`src/rtl/mod_data_mem_bridge_if.sv`:
```
// -----------------------------------------------------------------------------
// mod_data_mem_bridge_if
//
// Purpose: multi-cycle req/ack memory bus between the data-memory bridge
//          (master) and the memory or memory controller (slave).
//
// Signals:
//   bus_req   master->slave  request, held high until bus_ack or timeout
//   bus_we    master->slave  1 = write, 0 = read
//   bus_addr  master->slave  byte address, stable while bus_req is high
//   bus_wdata master->slave  write data, stable while bus_req is high
//   bus_ack   slave->master  one-cycle completion strobe
//   bus_rdata slave->master  read data, valid while bus_ack is high
// -----------------------------------------------------------------------------
interface mod_data_mem_bridge_if;
    logic        bus_req;
    logic        bus_we;
    logic [31:0] bus_addr;
    logic [31:0] bus_wdata;
    logic        bus_ack;
    logic [31:0] bus_rdata;

    modport master (
        output bus_req,
        output bus_we,
        output bus_addr,
        output bus_wdata,
        input  bus_ack,
        input  bus_rdata
    );

    modport slave (
        input  bus_req,
        input  bus_we,
        input  bus_addr,
        input  bus_wdata,
        output bus_ack,
        output bus_rdata
    );
endinterface

```
`src/rtl/mod_data_mem_bridge.sv`:
```
// -----------------------------------------------------------------------------
// mod_data_mem_bridge
//
// Purpose: connects the combinational data-memory port of a single-cycle core
//          to a multi-cycle req/ack memory bus. A load or store from the core
//          is captured into registered bus outputs, the core is stalled via
//          o_cpu_hold until the bus acknowledges (or a timeout expires), and
//          the result is presented for exactly one commit cycle (DONE).
//
// Optional feature (compile-time macro ALIGN_CHECK_EN):
//   defined     - requests with i_cpu_address[1:0] != 0 are rejected without a
//                 bus transaction, return 0 and set the sticky o_err_misalign.
//   not defined - addresses are forwarded unchanged, o_err_misalign is 0.
//
// Parameters:
//   TIMEOUT   maximum number of BUSY cycles spent waiting for bus_ack
//   ERR_DATA  load data returned when a request times out
//
// Ports:
//   i_clk             clock, rising edge
//   i_reset_n         asynchronous active-low reset
//   i_cpu_mem_read    load request from the core
//   i_cpu_mem_write   store request from the core (wins over read)
//   i_cpu_address     data address from the core
//   i_cpu_write_data  store data from the core
//   o_cpu_read_data   load data to the core (read-data register)
//   o_cpu_hold        stall to the core (combinational)
//   bus               memory bus, master side
//   i_err_clear       synchronous clear of the sticky error flags
//   o_err_timeout     sticky timeout flag
//   o_err_misalign    sticky misalignment flag
// -----------------------------------------------------------------------------
module mod_data_mem_bridge #(
    parameter int          TIMEOUT  = 255,
    parameter logic [31:0] ERR_DATA = 32'hDEAD_BEEF
) (
    input  logic                        i_clk,
    input  logic                        i_reset_n,
    input  logic                        i_cpu_mem_read,
    input  logic                        i_cpu_mem_write,
    input  logic [31:0]                 i_cpu_address,
    input  logic [31:0]                 i_cpu_write_data,
    output logic [31:0]                 o_cpu_read_data,
    output logic                        o_cpu_hold,
    mod_data_mem_bridge_if.master       bus,
    input  logic                        i_err_clear,
    output logic                        o_err_timeout,
    output logic                        o_err_misalign
);

    // Counter is at least 8 bits wide so small TIMEOUT values still get a
    // sensibly sized, saturating counter.
    localparam int CNT_W_RAW = $clog2(TIMEOUT + 1);
    localparam int CNT_W     = (CNT_W_RAW > 8) ? CNT_W_RAW : 8;

    localparam logic [CNT_W-1:0] CNT_LAST = CNT_W'(TIMEOUT - 1);
    localparam logic [CNT_W-1:0] CNT_MAX  = {CNT_W{1'b1}};

    typedef enum logic [1:0] {
        ST_IDLE = 2'd0,
        ST_BUSY = 2'd1,
        ST_DONE = 2'd2
    } state_t;

    // -------------------------------------------------------------------------
    // Registers and their next-state values
    // -------------------------------------------------------------------------
    state_t             r_state;
    state_t             w_state_next;

    logic               r_bus_req;
    logic               w_bus_req_next;
    logic               r_bus_we;
    logic               w_bus_we_next;
    logic [31:0]        r_bus_addr;
    logic [31:0]        w_bus_addr_next;
    logic [31:0]        r_bus_wdata;
    logic [31:0]        w_bus_wdata_next;
    logic [31:0]        r_rdata;
    logic [31:0]        w_rdata_next;
    logic [CNT_W-1:0]   r_cnt;
    logic [CNT_W-1:0]   w_cnt_next;

    logic               r_err_timeout;
    logic               w_err_timeout_next;
    logic               w_timeout_set;

    logic               w_cpu_req;
    logic               w_hold;

`ifdef ALIGN_CHECK_EN
    logic               r_err_misalign;
    logic               w_err_misalign_next;
    logic               w_misalign_set;
    logic               w_misaligned;

    assign w_misaligned = (i_cpu_address[1:0] != 2'b00);
`endif

    assign w_cpu_req = i_cpu_mem_read | i_cpu_mem_write;

    // -------------------------------------------------------------------------
    // State register
    // -------------------------------------------------------------------------
    always_ff @(posedge i_clk or negedge i_reset_n) begin
        if (!i_reset_n) begin
            r_state       <= ST_IDLE;
            r_bus_req     <= 1'b0;
            r_bus_we      <= 1'b0;
            r_bus_addr    <= 32'd0;
            r_bus_wdata   <= 32'd0;
            r_rdata       <= 32'd0;
            r_cnt         <= '0;
            r_err_timeout <= 1'b0;
        end else begin
            r_state       <= w_state_next;
            r_bus_req     <= w_bus_req_next;
            r_bus_we      <= w_bus_we_next;
            r_bus_addr    <= w_bus_addr_next;
            r_bus_wdata   <= w_bus_wdata_next;
            r_rdata       <= w_rdata_next;
            r_cnt         <= w_cnt_next;
            r_err_timeout <= w_err_timeout_next;
        end
    end

`ifdef ALIGN_CHECK_EN
    always_ff @(posedge i_clk or negedge i_reset_n) begin
        if (!i_reset_n) begin
            r_err_misalign <= 1'b0;
        end else begin
            r_err_misalign <= w_err_misalign_next;
        end
    end
`endif

    // -------------------------------------------------------------------------
    // Next-state and output logic
    // -------------------------------------------------------------------------
    always_comb begin
        w_state_next     = r_state;
        w_bus_req_next   = r_bus_req;
        w_bus_we_next    = r_bus_we;
        w_bus_addr_next  = r_bus_addr;
        w_bus_wdata_next = r_bus_wdata;
        w_rdata_next     = r_rdata;
        w_cnt_next       = r_cnt;
        w_timeout_set    = 1'b0;
        w_hold           = 1'b0;
`ifdef ALIGN_CHECK_EN
        w_misalign_set   = 1'b0;
`endif

        case (r_state)
            ST_IDLE: begin
                // The core is stalled in the very cycle it presents a request;
                // non-memory instructions never see hold.
                w_hold = w_cpu_req;
                if (w_cpu_req) begin
`ifdef ALIGN_CHECK_EN
                    if (w_misaligned) begin
                        // Rejected without touching the bus; the core still
                        // gets its single commit cycle through DONE.
                        w_state_next   = ST_DONE;
                        w_rdata_next   = 32'd0;
                        w_misalign_set = 1'b1;
                    end else begin
`else
                    begin
`endif
                        // A simultaneous read and write is treated as a write.
                        w_bus_req_next   = 1'b1;
                        w_bus_we_next    = i_cpu_mem_write;
                        w_bus_addr_next  = i_cpu_address;
                        w_bus_wdata_next = i_cpu_write_data;
                        w_cnt_next       = '0;
                        w_state_next     = ST_BUSY;
                    end
                end
            end

            ST_BUSY: begin
                w_hold = 1'b1;
                if (bus.bus_ack) begin
                    // Ack wins over a timeout in the same cycle.
                    if (!r_bus_we) begin
                        w_rdata_next = bus.bus_rdata;
                    end
                    w_bus_req_next = 1'b0;
                    w_state_next   = ST_DONE;
                end else if (r_cnt >= CNT_LAST) begin
                    w_bus_req_next = 1'b0;
                    w_rdata_next   = ERR_DATA;
                    w_timeout_set  = 1'b1;
                    w_state_next   = ST_DONE;
                end else if (r_cnt != CNT_MAX) begin
                    w_cnt_next = r_cnt + 1'b1;
                end
            end

            ST_DONE: begin
                // Commit cycle: hold released, back to IDLE unconditionally so
                // a back-to-back request is accepted in the next cycle.
                w_hold       = 1'b0;
                w_state_next = ST_IDLE;
            end

            default: begin
                w_state_next   = ST_IDLE;
                w_bus_req_next = 1'b0;
            end
        endcase

        // Sticky flags: a set event takes priority over a clear.
        w_err_timeout_next = w_timeout_set | (r_err_timeout & ~i_err_clear);
`ifdef ALIGN_CHECK_EN
        w_err_misalign_next = w_misalign_set | (r_err_misalign & ~i_err_clear);
`endif
    end

    // -------------------------------------------------------------------------
    // Outputs
    // -------------------------------------------------------------------------
    assign bus.bus_req     = r_bus_req;
    assign bus.bus_we      = r_bus_we;
    assign bus.bus_addr    = r_bus_addr;
    assign bus.bus_wdata   = r_bus_wdata;

    assign o_cpu_read_data = r_rdata;
    assign o_cpu_hold      = w_hold;
    assign o_err_timeout   = r_err_timeout;

`ifdef ALIGN_CHECK_EN
    assign o_err_misalign  = r_err_misalign;
`else
    assign o_err_misalign  = 1'b0;
`endif

endmodule
```
`src/flat_wrapper.sv`:
```
// flat-port wrapper written by rule: the top's interface ports become plain ports
module mod_data_mem_bridge_flat 
#(
    parameter int          TIMEOUT  = 255,
    parameter logic [31:0] ERR_DATA = 32'hDEAD_BEEF
)
  (i_clk, i_reset_n, i_cpu_mem_read, i_cpu_mem_write, i_cpu_address, i_cpu_write_data, o_cpu_read_data, o_cpu_hold, i_err_clear, o_err_timeout, o_err_misalign, bus_bus_req, bus_bus_we, bus_bus_addr, bus_bus_wdata, bus_bus_ack, bus_bus_rdata);
  mod_data_mem_bridge_if bus_i ();
  input  logic i_clk;
  input  logic i_reset_n;
  input  logic i_cpu_mem_read;
  input  logic i_cpu_mem_write;
  input  logic [31:0] i_cpu_address;
  input  logic [31:0] i_cpu_write_data;
  output logic [31:0] o_cpu_read_data;
  output logic o_cpu_hold;
  input  logic i_err_clear;
  output logic o_err_timeout;
  output logic o_err_misalign;
  output wire logic [$bits(bus_i.bus_req)-1:0] bus_bus_req;
  output wire logic [$bits(bus_i.bus_we)-1:0] bus_bus_we;
  output wire logic [$bits(bus_i.bus_addr)-1:0] bus_bus_addr;
  output wire logic [$bits(bus_i.bus_wdata)-1:0] bus_bus_wdata;
  input wire logic [$bits(bus_i.bus_ack)-1:0] bus_bus_ack;
  input wire logic [$bits(bus_i.bus_rdata)-1:0] bus_bus_rdata;
  assign bus_bus_req = bus_i.bus_req;
  assign bus_bus_we = bus_i.bus_we;
  assign bus_bus_addr = bus_i.bus_addr;
  assign bus_bus_wdata = bus_i.bus_wdata;
  assign bus_i.bus_ack = bus_bus_ack;
  assign bus_i.bus_rdata = bus_bus_rdata;
  mod_data_mem_bridge #(.TIMEOUT(TIMEOUT), .ERR_DATA(ERR_DATA)) u_core (.i_clk(i_clk), .i_reset_n(i_reset_n), .i_cpu_mem_read(i_cpu_mem_read), .i_cpu_mem_write(i_cpu_mem_write), .i_cpu_address(i_cpu_address), .i_cpu_write_data(i_cpu_write_data), .o_cpu_read_data(o_cpu_read_data), .o_cpu_hold(o_cpu_hold), .bus(bus_i), .i_err_clear(i_err_clear), .o_err_timeout(o_err_timeout), .o_err_misalign(o_err_misalign));
endmodule
```
`config.mk`:
```
export PLATFORM = sky130hd
export DESIGN_NAME = mod_data_mem_bridge_flat
export DESIGN_NICKNAME = d
export VERILOG_FILES = /design/src/rtl/mod_data_mem_bridge_if.sv /design/src/rtl/mod_data_mem_bridge.sv /design/src/flat_wrapper.sv
export SDC_FILE = /design/constraint.sdc
export NUM_CORES = 1
export LEC_CHECK = 0
export ABC_AREA = 1
export BUFFER_PORTS_ARGS = -buffer_cell sky130_fd_sc_hd__buf_2
export CAP_MARGIN = 20
export CORE_ASPECT_RATIO = 0.75
export CORE_MARGIN = 2
export CORE_UTILIZATION = 42
export DETAILED_ROUTE_END_ITERATION = 6
export PLACE_DENSITY = 0.85
export SKIP_LAST_GASP = 1
export SYNTH_ARGS = -nofsm -noshare
export SYNTH_HDL_FRONTEND = slang
export SYNTH_SLANG_ARGS = --single-unit
```
`constraint.sdc`:
```
create_clock -name i_clk -period 1.5 [get_ports i_clk]
set_input_delay 0.15 -clock i_clk [delete_from_list [all_inputs] [get_ports i_clk]]
set_output_delay 0.15 -clock i_clk [all_outputs]
set_load 0.05 [all_outputs]
```
==> impl_metrics.env, run 1 <==
export IMPL_status="finished, final reports clean"
export IMPL_antenna_found_initial=0
export IMPL_drtIter0Drc=86
export IMPL_dieArea_um2=11900
export IMPL_reg2regPathDepth=11
export IMPL_cp_num_buf_inv=3
export IMPL_clockBufferDepth=2
export IMPL_core_um2=10900
export IMPL_period_minus_slack_ps=1500
export IMPL_grt_pass1_wl_mm=17.3
export IMPL_cp_data_arrival_time_ps=1780
export IMPL_slowest_stage="dfrtp_1"
export IMPL_clk_latency_ps=330
export IMPL_cpLargestDelayFamily="simple AND/OR/NAND/NOR gates"
export IMPL_hold_path_class="input port to flip-flop"
export IMPL_synth_seq_area_share_pct=58.8
export IMPL_crit_type="flip-flop to flip-flop"
export IMPL_numCtsBuffers=9
export IMPL_ios=203
export IMPL_cpMostUsedCell="nand2_4"
export IMPL_ir_worst_vdd_v=0.00147
export IMPL_hold_viol=0
export IMPL_ys_types=23
export IMPL_synth_seq_cells=109
export IMPL_cellPowerDensity_nw_per_um2=2680
export IMPL_rsz0062_at_grt="yes"
export IMPL_grt_usage_pct=18.0
export IMPL_wire_per_inst_um=15.2
export IMPL_totalWireLength_mm=12.0
export IMPL_syn_mean_instance_area_um2=11.4
export IMPL_use_met1_pct=22.5
export IMPL_syn_nets=512
export IMPL_final_cells=790
export IMPL_vias=3843
export IMPL_ant_nets=0
export IMPL_hold_start="bus_bus_rdata[4]"
export IMPL_avgViaCountPerCell=4.86
export IMPL_met3_usage_pct=4.55
export IMPL_first_pass_iters=4
export IMPL_h_tree_depth=3
export IMPL_start_kind="flip-flop"
export IMPL_grt_remaining_overflow=0
export IMPL_fp_dieH_um=95.0
export IMPL_clk_pin_slew_ps=80
export IMPL_cp_required_ps=1780
export IMPL_path_max_fanout=6
export IMPL_synthToLayoutAreaGrowth_pct=43.9
export IMPL_post_route_drc_count=0
export IMPL_final_nets=749
export IMPL_holdPathEnd="u_core.o_cpu_read_data[4]"
export IMPL_slowest_delay_ps=390
export IMPL_diodes=0
export IMPL_die_x_um=125
export IMPL_rows=33
export IMPL_clock_sinks=109
export IMPL_busiest_layer="met2"
export IMPL_final_cell_mix="buf_2, dfrtp_1, nand2_1, mux2_2, nand3_1"
export IMPL_yosysWarnings=0
export IMPL_fmax_mhz=667
export IMPL_portBuffers=201
export IMPL_place_congestion=0.793
export IMPL_grt_max_degree=46
export IMPL_period_share_pct=99.9
export IMPL_reg2reg_slack_ps=1
export IMPL_path_cells="inv_2 -> ha_4 -> inv_2 -> nand2_2 -> nand2_4 -> nor2_4 -> nand2_4 -> nand2_8 -> clkbuf_16 -> nand2_4 -> nand2_1"
export IMPL_fin_skew_ps=6.94
export IMPL_syn_area_um2=4640
export IMPL_final_max_slew_viol_count=0
export IMPL_hold_ws_ps=12.9
export IMPL_dp_hpwl_mm=8.31
export IMPL_r2r_end="u_core.o_cpu_read_data[28]"
export IMPL_reg2reg_from="u_core.r_cnt[0]"
export IMPL_cts_tree="done"
export IMPL_finalSetupViolations=0
export IMPL_initial_core_util_pct=42.7
export IMPL_grt_pass1_vias=3618
export IMPL_dp_cells=757
export IMPL_cts_root_buf="clkbuf_16"
export IMPL_synthCells=408
export IMPL_grt_use_met2_pct=31.7
export IMPL_drive_above_1_share_pct=58.5
export IMPL_holdPathStages=3
export IMPL_endpoint_kind="flip-flop"
export IMPL_maxCapViolCount=0
export IMPL_leakagePower_nw=3.54
export IMPL_final_common_cell="buf_2"
-- registers in the layout (all words and copies together), names as in the netlist --
register / cells
u_core.bus.bus_req: 1
u_core.r_state: 2
u_core.bus.bus_we: 1
u_core.bus.bus_wdata: 32
u_core.r_cnt: 8
u_core.o_err_timeout: 1
u_core.o_cpu_read_data: 32
u_core.bus.bus_addr: 32
-- per-stage QoR --
stage               area (um^2)  total power [mW]  utilization [%]  setup WS (ps)  TNS (ps)
detailed placement         5980              15.0             55.1           14.2         0
floorplan                  4640              12.5                -           82.8         0
global route               6680              18.8             61.5          -67.4     -1190
finish                     6680              17.9             61.5           1.00         0
global placement           5980              14.7             55.1           78.2         0
CTS                        6330              17.4             58.3          -5.85     -35.3
-- per-layer routing --
layer	share of wire, %	wire, um
met1	42	5010
met3	5.5	657
met5	0	0
met4	0.87	105
met2	52	6240
-- how the worst max path moves through the flow --
| stage | start | end | cells past startpoint | slack [ps] |
|---|---|---|---|---|
| floorplan | u_core.r_state[1] | o_cpu_hold | 5 | 80 |
| global placement | u_core.r_cnt[0] | u_core.o_cpu_read_data[30] | 11 | 80 |
| detailed placement | u_core.r_cnt[0] | u_core.o_cpu_read_data[25] | 11 | 10 |
| CTS | u_core.r_state[1] | u_core.bus.bus_wdata[6] | 6 | -6 |
| global route | u_core.r_cnt[1] | u_core.o_cpu_read_data[31] | 10 | -70 |
| finish | u_core.r_cnt[0] | u_core.o_cpu_read_data[28] | 11 | 1 |
-- worst register-to-register path, stage by stage (launching register included) --
cell and delay [ps]:
dfrtp_1 390, inv_2 90, ha_4 140, inv_2 30
nand2_2 70, nand2_4 60, nor2_4 120, nand2_4 120
nand2_8 130, clkbuf_16 180, nand2_4 50, nand2_1 50
-- power breakdown --
group,switching [mW],total (mW),internal [mW]
sequential,0.792,5.13,4.34
combinational,7.18,10.5,3.33
clock,1.10,2.25,1.15
total,9.07,17.9,8.82
-- repair_timing --
item | 4_1_cts | 5_1_grt
hold endpoints to repair | 111 | 0
setup buffers | 3 | 3
hold buffers | 3 | 0
pin swaps | 3 | 9
endpoints found under the setup margin | 12 | 98
gates resized for setup | 5 | 45
gates cloned | 0 | 8
-- cells in the mapped netlist (all sizes together) --
master / count / area [um^2]
buf: 16 / 120
clkbuf: 3 / 11.3
conb: 1 / 3.75
dfrtp: 109 / 2730
ha: 2 / 25.0
inv: 18 / 67.6
mux2: 64 / 781
nand2: 106 / 408
nand3: 42 / 210
nor2: 8 / 48.8
o21ai: 10 / 50.0
o21bai: 2 / 15.0
or2: 26 / 163
xor2: 1 / 8.76
-- cell type report --
cell class	instances	area, um^2
clock buffer	9	225
clock inverter	7	58.8
fill	836	4180
inverter	18	67.6
multi-input combinational	263	1860
sequential	109	2730
tap	140	175
timing repair buffer	244	1570
-- logic make-up after synthesis --
group | count (synthesis) | share of synthesized area, %
buf+inv | 37 | 4.29
xor+xnor | 1 | 0.189
mux | 64 | 16.8
fa+ha+maj | 2 | 0.539
simple gates | 182 | 17.9
flops | 109 | 58.8
compound gates | 12 | 1.40
other cells | 1 | 0.0808
Power figures use the tool's default switching activity.
==> run 2: changes to the inputs <==
ABC_AREA = unset   (was 1)
PLACE_DENSITY = 0.86   (was 0.85)
==> run 2 against run 1 <==
The run now ends with setup timing left. Highest routed layer unchanged. Power down 4.6%. Final area up 0.45%. Register-to-register slack worse by 260 ps. Flip-flop and latch count unchanged. Clock-buffer cell count up 2. Largest cell class unchanged. Cell count up 12%. Sequential power down 1%. Maximum frequency down 15%.
==> impl_metrics.env, run 2 <==
export IMPL_clock_sinks=109
export IMPL_period_minus_slack_ps=1750
export IMPL_synthTopCellsByCount="nand2_1, dfrtp_1, nor2_1"
export IMPL_violations="setup timing"
export IMPL_fin_skew_ps=8.69
export IMPL_syn_area_um2=4380
export IMPL_totalWireLength_mm=12.7
export IMPL_place_congestion=0.827
export IMPL_first_pass_iters=4
export IMPL_fmax_mhz=570
export IMPL_wire_per_inst_um=14.4
export IMPL_cts_root_buf="clkbuf_16"
export IMPL_yosysWarnings=0
export IMPL_grt_pass1_vias=4296
export IMPL_diodes=0
export IMPL_use_met1_pct=27.4
export IMPL_synth_seq_area_share_pct=62.3
export IMPL_finalSetupViolations=41
export IMPL_ys_async_sr_fraction_pct=100
export IMPL_fp_dieH_um=92.5
export IMPL_setup_tns_ps=-6720
export IMPL_setup_ws_ps=-255
export IMPL_clk_latency_ps=330
export IMPL_cp_num_buf_inv=1
export IMPL_grt_max_degree=45
export IMPL_cellPowerDensity_nw_per_um2=2550
export IMPL_antenna_found_initial=0
export IMPL_yosysTopAreaCellShare_pct=62.3
export IMPL_grt_remaining_overflow=0
export IMPL_post_place_ws_ps=-298
export IMPL_synth_seq_cells=109
export IMPL_drtIter0Drc=198
export IMPL_core_um2=10200
export IMPL_ys_types=35
export IMPL_drive_above_1_share_pct=38.5
export IMPL_ios=203
export IMPL_clk_pin_slew_ps=70
export IMPL_synthCells=482
export IMPL_synth_most_common_cell="nand2_1"
export IMPL_synth_edf_count=0
export IMPL_grt_use_met2_pct=40.0
export IMPL_cp_required_ps=1760
export IMPL_period_share_pct=117
export IMPL_dieArea_um2=11300
export IMPL_rows=32
export IMPL_ir_worst_vdd_v=0.00168
export IMPL_path_cells="buf_6 -> ha_4 -> nor3_4 -> o41ai_4 -> or4_1 -> a21oi_1"
export IMPL_status="finished, violations left"
export IMPL_syn_nets=586
export IMPL_ant_nets=0
export IMPL_synthToLayoutAreaGrowth_pct=53.1
export IMPL_final_common_cell="nand2_1"
export IMPL_cts_tree="done"
export IMPL_final_max_slew_viol_count=0
export IMPL_clockBufferDepth=2
export IMPL_synth_top_cell_by_area="dfrtp_1"
export IMPL_die_x_um=122
export IMPL_start_kind="flip-flop"
export IMPL_grt_pass1_wl_mm=20.1
export IMPL_numCtsBuffers=9
export IMPL_ys_top_cells_by_area="dfrtp_1, nand2_1, nor2_1, a21oi_1, clkbuf_1"
export IMPL_portBuffers=201
export IMPL_avgViaCountPerCell=4.78
export IMPL_cp_data_arrival_time_ps=2020
export IMPL_rsz0062_at_grt="yes"
export IMPL_maxCapViolCount=0
export IMPL_leakagePower_nw=3.60
export IMPL_slowest_stage="or4_1"
export IMPL_slowest_delay_ps=490
export IMPL_synthFlopType="dfrtp_1"
export IMPL_initial_core_util_pct=42.9
export IMPL_met3_usage_pct=6.10
export IMPL_endpoint_kind="flip-flop"
export IMPL_cpLargestDelayFamily="simple AND/OR/NAND/NOR gates"
export IMPL_h_tree_depth=3
export IMPL_post_route_drc_count=0
export IMPL_busiest_layer="met2"
export IMPL_syn_mean_instance_area_um2=9.09
export IMPL_path_max_fanout=2
export IMPL_final_nets=850
export IMPL_grt_usage_pct=22.5
export IMPL_vias=4242
export IMPL_crit_type="flip-flop to flip-flop"
export IMPL_dp_hpwl_mm=8.46
export IMPL_final_cell_mix="nand2_1, buf_2, dfrtp_1, nor2_1, dlygate4sd3_1"
export IMPL_hold_viol=0
export IMPL_hold_path_class="input port to flip-flop"
-- run 2: cell count changes after synthesis, sizes merged, moves of 13 or more --
cell    change
or2        -26
clkbuf     +13
inv        -14
nand3      -32
nor2       +50
nand2     +107
a21oi      +26
mux2       -64
-- run 2: worst paths after layout --
check,start,slack [ps],end,cells past startpoint
worst max-delay path,u_core.r_cnt[0],-250,u_core.r_cnt[5],6
max in group asynchronous,i_reset_n,690,u_core.r_cnt[1],3
worst min register to register,u_core.bus.bus_wdata[0],470,u_core.bus.bus_wdata[0],2
worst max register to register,u_core.r_cnt[0],-250,u_core.r_cnt[5],6
worst min-delay path,i_cpu_write_data[2],10,u_core.bus.bus_wdata[2],3
min in group asynchronous,i_reset_n,270,u_core.o_cpu_read_data[23],2
-- run 2: metrics by stage --
step | std cells | utilization, % | cell area, um^2 | hold WS, ps | total power [mW]
after detailed placement | 829 | 57.4 | 5860 | 66.3 | 14.4
after global placement | 829 | 57.4 | 5860 | 62.8 | 14.1
final | 887 | 65.7 | 6710 | 12.6 | 17.1
after CTS | 885 | 64.7 | 6610 | 0.528 | 16.9
after floorplan | 482 | - | 4430 | -146 | 11.8
after global routing | 887 | 65.7 | 6710 | 0.0688 | 18.0
-- run 2: what timing repair did --
item | CTS | global route
setup buffers | 1 | 2
cloned | 1 | 0
pin swaps | 3 | 1
endpoints found under the setup margin | 41 | 107
gates resized for setup | 9 | 22
hold buffers | 38 | 0
hold endpoints to repair | 76 | 0
-- run 2: kinds of logic after synthesis --
logic type / synth area share (%)
other: 0.0856
multiplexers: 0.228
flip-flops: 62.3
AO/OA/AOI/OAI: 6.22
AND/OR/NAND/NOR: 27.4
adder cells (fa/ha/maj): 0.571
buffers and inverters: 3.20
-- run 2: final cells by class --
| class | count | area [um^2] |
|---|---|---|
| tap | 136 | 170 |
| sequential | 109 | 2730 |
| timing repair buffer | 279 | 1840 |
| clock buffer | 11 | 243 |
| fill | 786 | 3500 |
| multi-input combinational | 343 | 1660 |
| clock inverter | 5 | 43.8 |
| inverter | 4 | 15.0 |
-- run 2: worst reg2reg max path: stages, from the launching register on --
cell and delay, ps:
dfrtp_1 390, buf_6 130, ha_4 160, nor3_4 270, o41ai_4 100, or4_1 490
a21oi_1 160
-- run 2: routing by layer --
| layer | wire length, um | vias to the layer above |
|---|---|---|
| met5 | 0 | - |
| met1 | 5110 | 1987 |
| met2 | 6460 | 190 |
| met3 | 1040 | 16 |
| li1 | - | 2049 |
| met4 | 137 | 0 |
-- run 2: power by group --
group          internal [mW]  total, mW  switching, mW
sequential              4.29       5.08          0.789
clock                   1.19       2.26           1.07
combinational           2.52       9.73           7.22
total                   8.00       17.1           9.08
==> run 3: changes to the inputs <==
MAX_ROUTING_LAYER = met4   (was unset)
PLACE_DENSITY = 0.83   (was 0.86)
clock period = 2.2 ns   (was 1.5 ns; I/O delays follow)
==> run 3 against run 2 <==
Flip-flop and latch count unchanged. Non-clock buffer count decreased by 69. Power decreased by 35%. Clock-buffer cell count unchanged. Highest routed layer unchanged. Final area decreased by 13%. Clock skew decreased by 4.9 ps. Sequential share of layout area increased by 6.0 points. First-iteration DRC count decreased by 19%. Maximum frequency decreased by 11%. The flow now finishes without violations. Largest cell class unchanged. Register-to-register slack improved by 480 ps. Critical endpoint is now u_core.o_cpu_read_data[4].
==> impl_metrics.env, run 3 (synthesis gave the netlist of run 2 again) <==
export IMPL_status="finished, final reports clean"
export IMPL_cp_required_ps=2420
export IMPL_final_cell_mix="nand2_1, buf_2, dfrtp_1, nor2_1, a21oi_1"
export IMPL_maxSlewHeadroom_pct=49.4
export IMPL_grt_max_degree=56
export IMPL_hold_viol=0
export IMPL_grt_pass1_wl_mm=17.8
export IMPL_final_common_cell="nand2_1"
export IMPL_worst_pin_slew_ps=756
export IMPL_ant_nets=0
export IMPL_drtIter0Drc=160
export IMPL_rows=32
export IMPL_setup_tns_ps=0
export IMPL_finalSetupViolations=0
export IMPL_synthToLayoutAreaGrowth_pct=33.4
export IMPL_combPwrFrac_pct=54.2
export IMPL_path_max_fanout=33
export IMPL_period_share_pct=89.8
export IMPL_post_place_ws_ps=230
export IMPL_fmax_mhz=506
export IMPL_start_kind="flip-flop"
export IMPL_drive_above_1_share_pct=35.0
export IMPL_rsz0062_at_grt="no"
export IMPL_leakagePower_nw=3.23
export IMPL_final_cells=819
export IMPL_place_congestion=0.782
export IMPL_clock_sinks=109
export IMPL_cts_tree="done"
export IMPL_core_um2=10200
export IMPL_pwr_share_clk_pct=14.5
export IMPL_dp_cells=801
export IMPL_numCtsBuffers=9
export IMPL_die_x_um=122
export IMPL_wire_per_inst_um=13.2
export IMPL_p_int_mw=5.11
export IMPL_fp_dieH_um=92.5
export IMPL_cts_root_buf="clkbuf_16"
export IMPL_reg2reg_slack_ps=220
export IMPL_cellPowerDensity_nw_per_um2=1890
export IMPL_seqPwrFrac_pct=31.3
export IMPL_fin_skew_ps=3.81
export IMPL_ios=203
export IMPL_period_minus_slack_ps=1980
export IMPL_first_pass_iters=5
export IMPL_grt_pass1_vias=3993
export IMPL_final_max_slew_viol_count=0
export IMPL_final_nets=781
export IMPL_dp_hpwl_mm=7.93
export IMPL_grt_usage_pct=20.2
export IMPL_dieArea_um2=11300
export IMPL_vias=3936
export IMPL_maxCapViolCount=0
export IMPL_totalWireLength_mm=10.8
export IMPL_swShare_pct=53.7
export IMPL_avgViaCountPerCell=4.81
export IMPL_clk_latency_ps=340
export IMPL_p_sw_mw=5.92
export IMPL_grt_remaining_overflow=0
export IMPL_post_route_drc_count=0
export IMPL_hold_path_class="input port to flip-flop"
export IMPL_setup_ws_ps=224
export IMPL_antenna_found_initial=1
export IMPL_finalPower_mw=11.0
export IMPL_endpoint_kind="flip-flop"
export IMPL_crit_type="flip-flop to flip-flop"
export IMPL_design_area_um2=5850
export IMPL_clk_pin_slew_ps=70
export IMPL_h_tree_depth=3
export IMPL_place_area_um2=5530
export IMPL_portBuffers=201
export IMPL_ir_worst_vdd_v=0.00102
export IMPL_clockBufferDepth=2
export IMPL_cp_data_arrival_time_ps=2200
export IMPL_initial_core_util_pct=42.9
-- run 3: area by class of cell --
type | instances | area [um^2]
clock buffers | 11 | 233
clock inverters | 5 | 60.1
multi-input cells | 343 | 1550
flip-flops and latches | 109 | 2730
diodes | 1 | 2.50
well taps | 136 | 170
repair buffers | 210 | 1090
inverters | 4 | 15.0
fillers | 908 | 4360
-- run 3: power groups by stage --
stage	sequential [mW]	combinational [mW]	clock, mW
after floorplan	6.51	1.45	0
after global placement	3.42	5.91	0
after detailed placement	3.46	6.03	0
after CTS	3.45	6.02	1.65
after global routing	3.57	6.40	1.72
final	3.45	5.99	1.60
-- run 3: final timing paths --
check                                              to                     from  cells after the start
max                         u_core.o_cpu_read_data[4]        u_core.r_state[1]                      5
min                          u_core.bus.bus_wdata[12]     i_cpu_write_data[12]                      3
max reg2reg                 u_core.o_cpu_read_data[4]        u_core.r_state[1]                      5
min reg2reg                   u_core.bus.bus_addr[24]  u_core.bus.bus_addr[24]                      2
max in group asynchronous    u_core.bus.bus_wdata[27]                i_reset_n                      3
min in group asynchronous  u_core.o_cpu_read_data[23]                i_reset_n                      2
-- run 3: per-layer routing --
metal,vias to the layer above,track usage (%),wire length (um)
met2,179,32.0,5000
met4,0,5.84,108
met5,-,-,0
li1,1914,-,-
met3,6,5.91,992
met1,1837,25.3,4730
-- run 3: critical path: stages (launching register included) --
cell	delay (ps)
dfrtp_1	450
or3b_1	410
or4_1	520
buf_4	270
nand3_1	130
nand2_1	70
-- run 3: timing repair --
item	CTS	global route
resized for setup	0	1
buffers inserted	0	0
endpoints found under the setup margin	0	1
hold buffers	1	0
hold endpoints to repair	42	0
-- run 3: metrics by stage --
stage                     util, %  hold slack [ps]
after detailed placement     54.2              250
final                        57.3             65.1
after global routing         57.3             54.9
after global placement       54.2              246
after CTS                    57.1             51.9
after floorplan                 -            -75.6
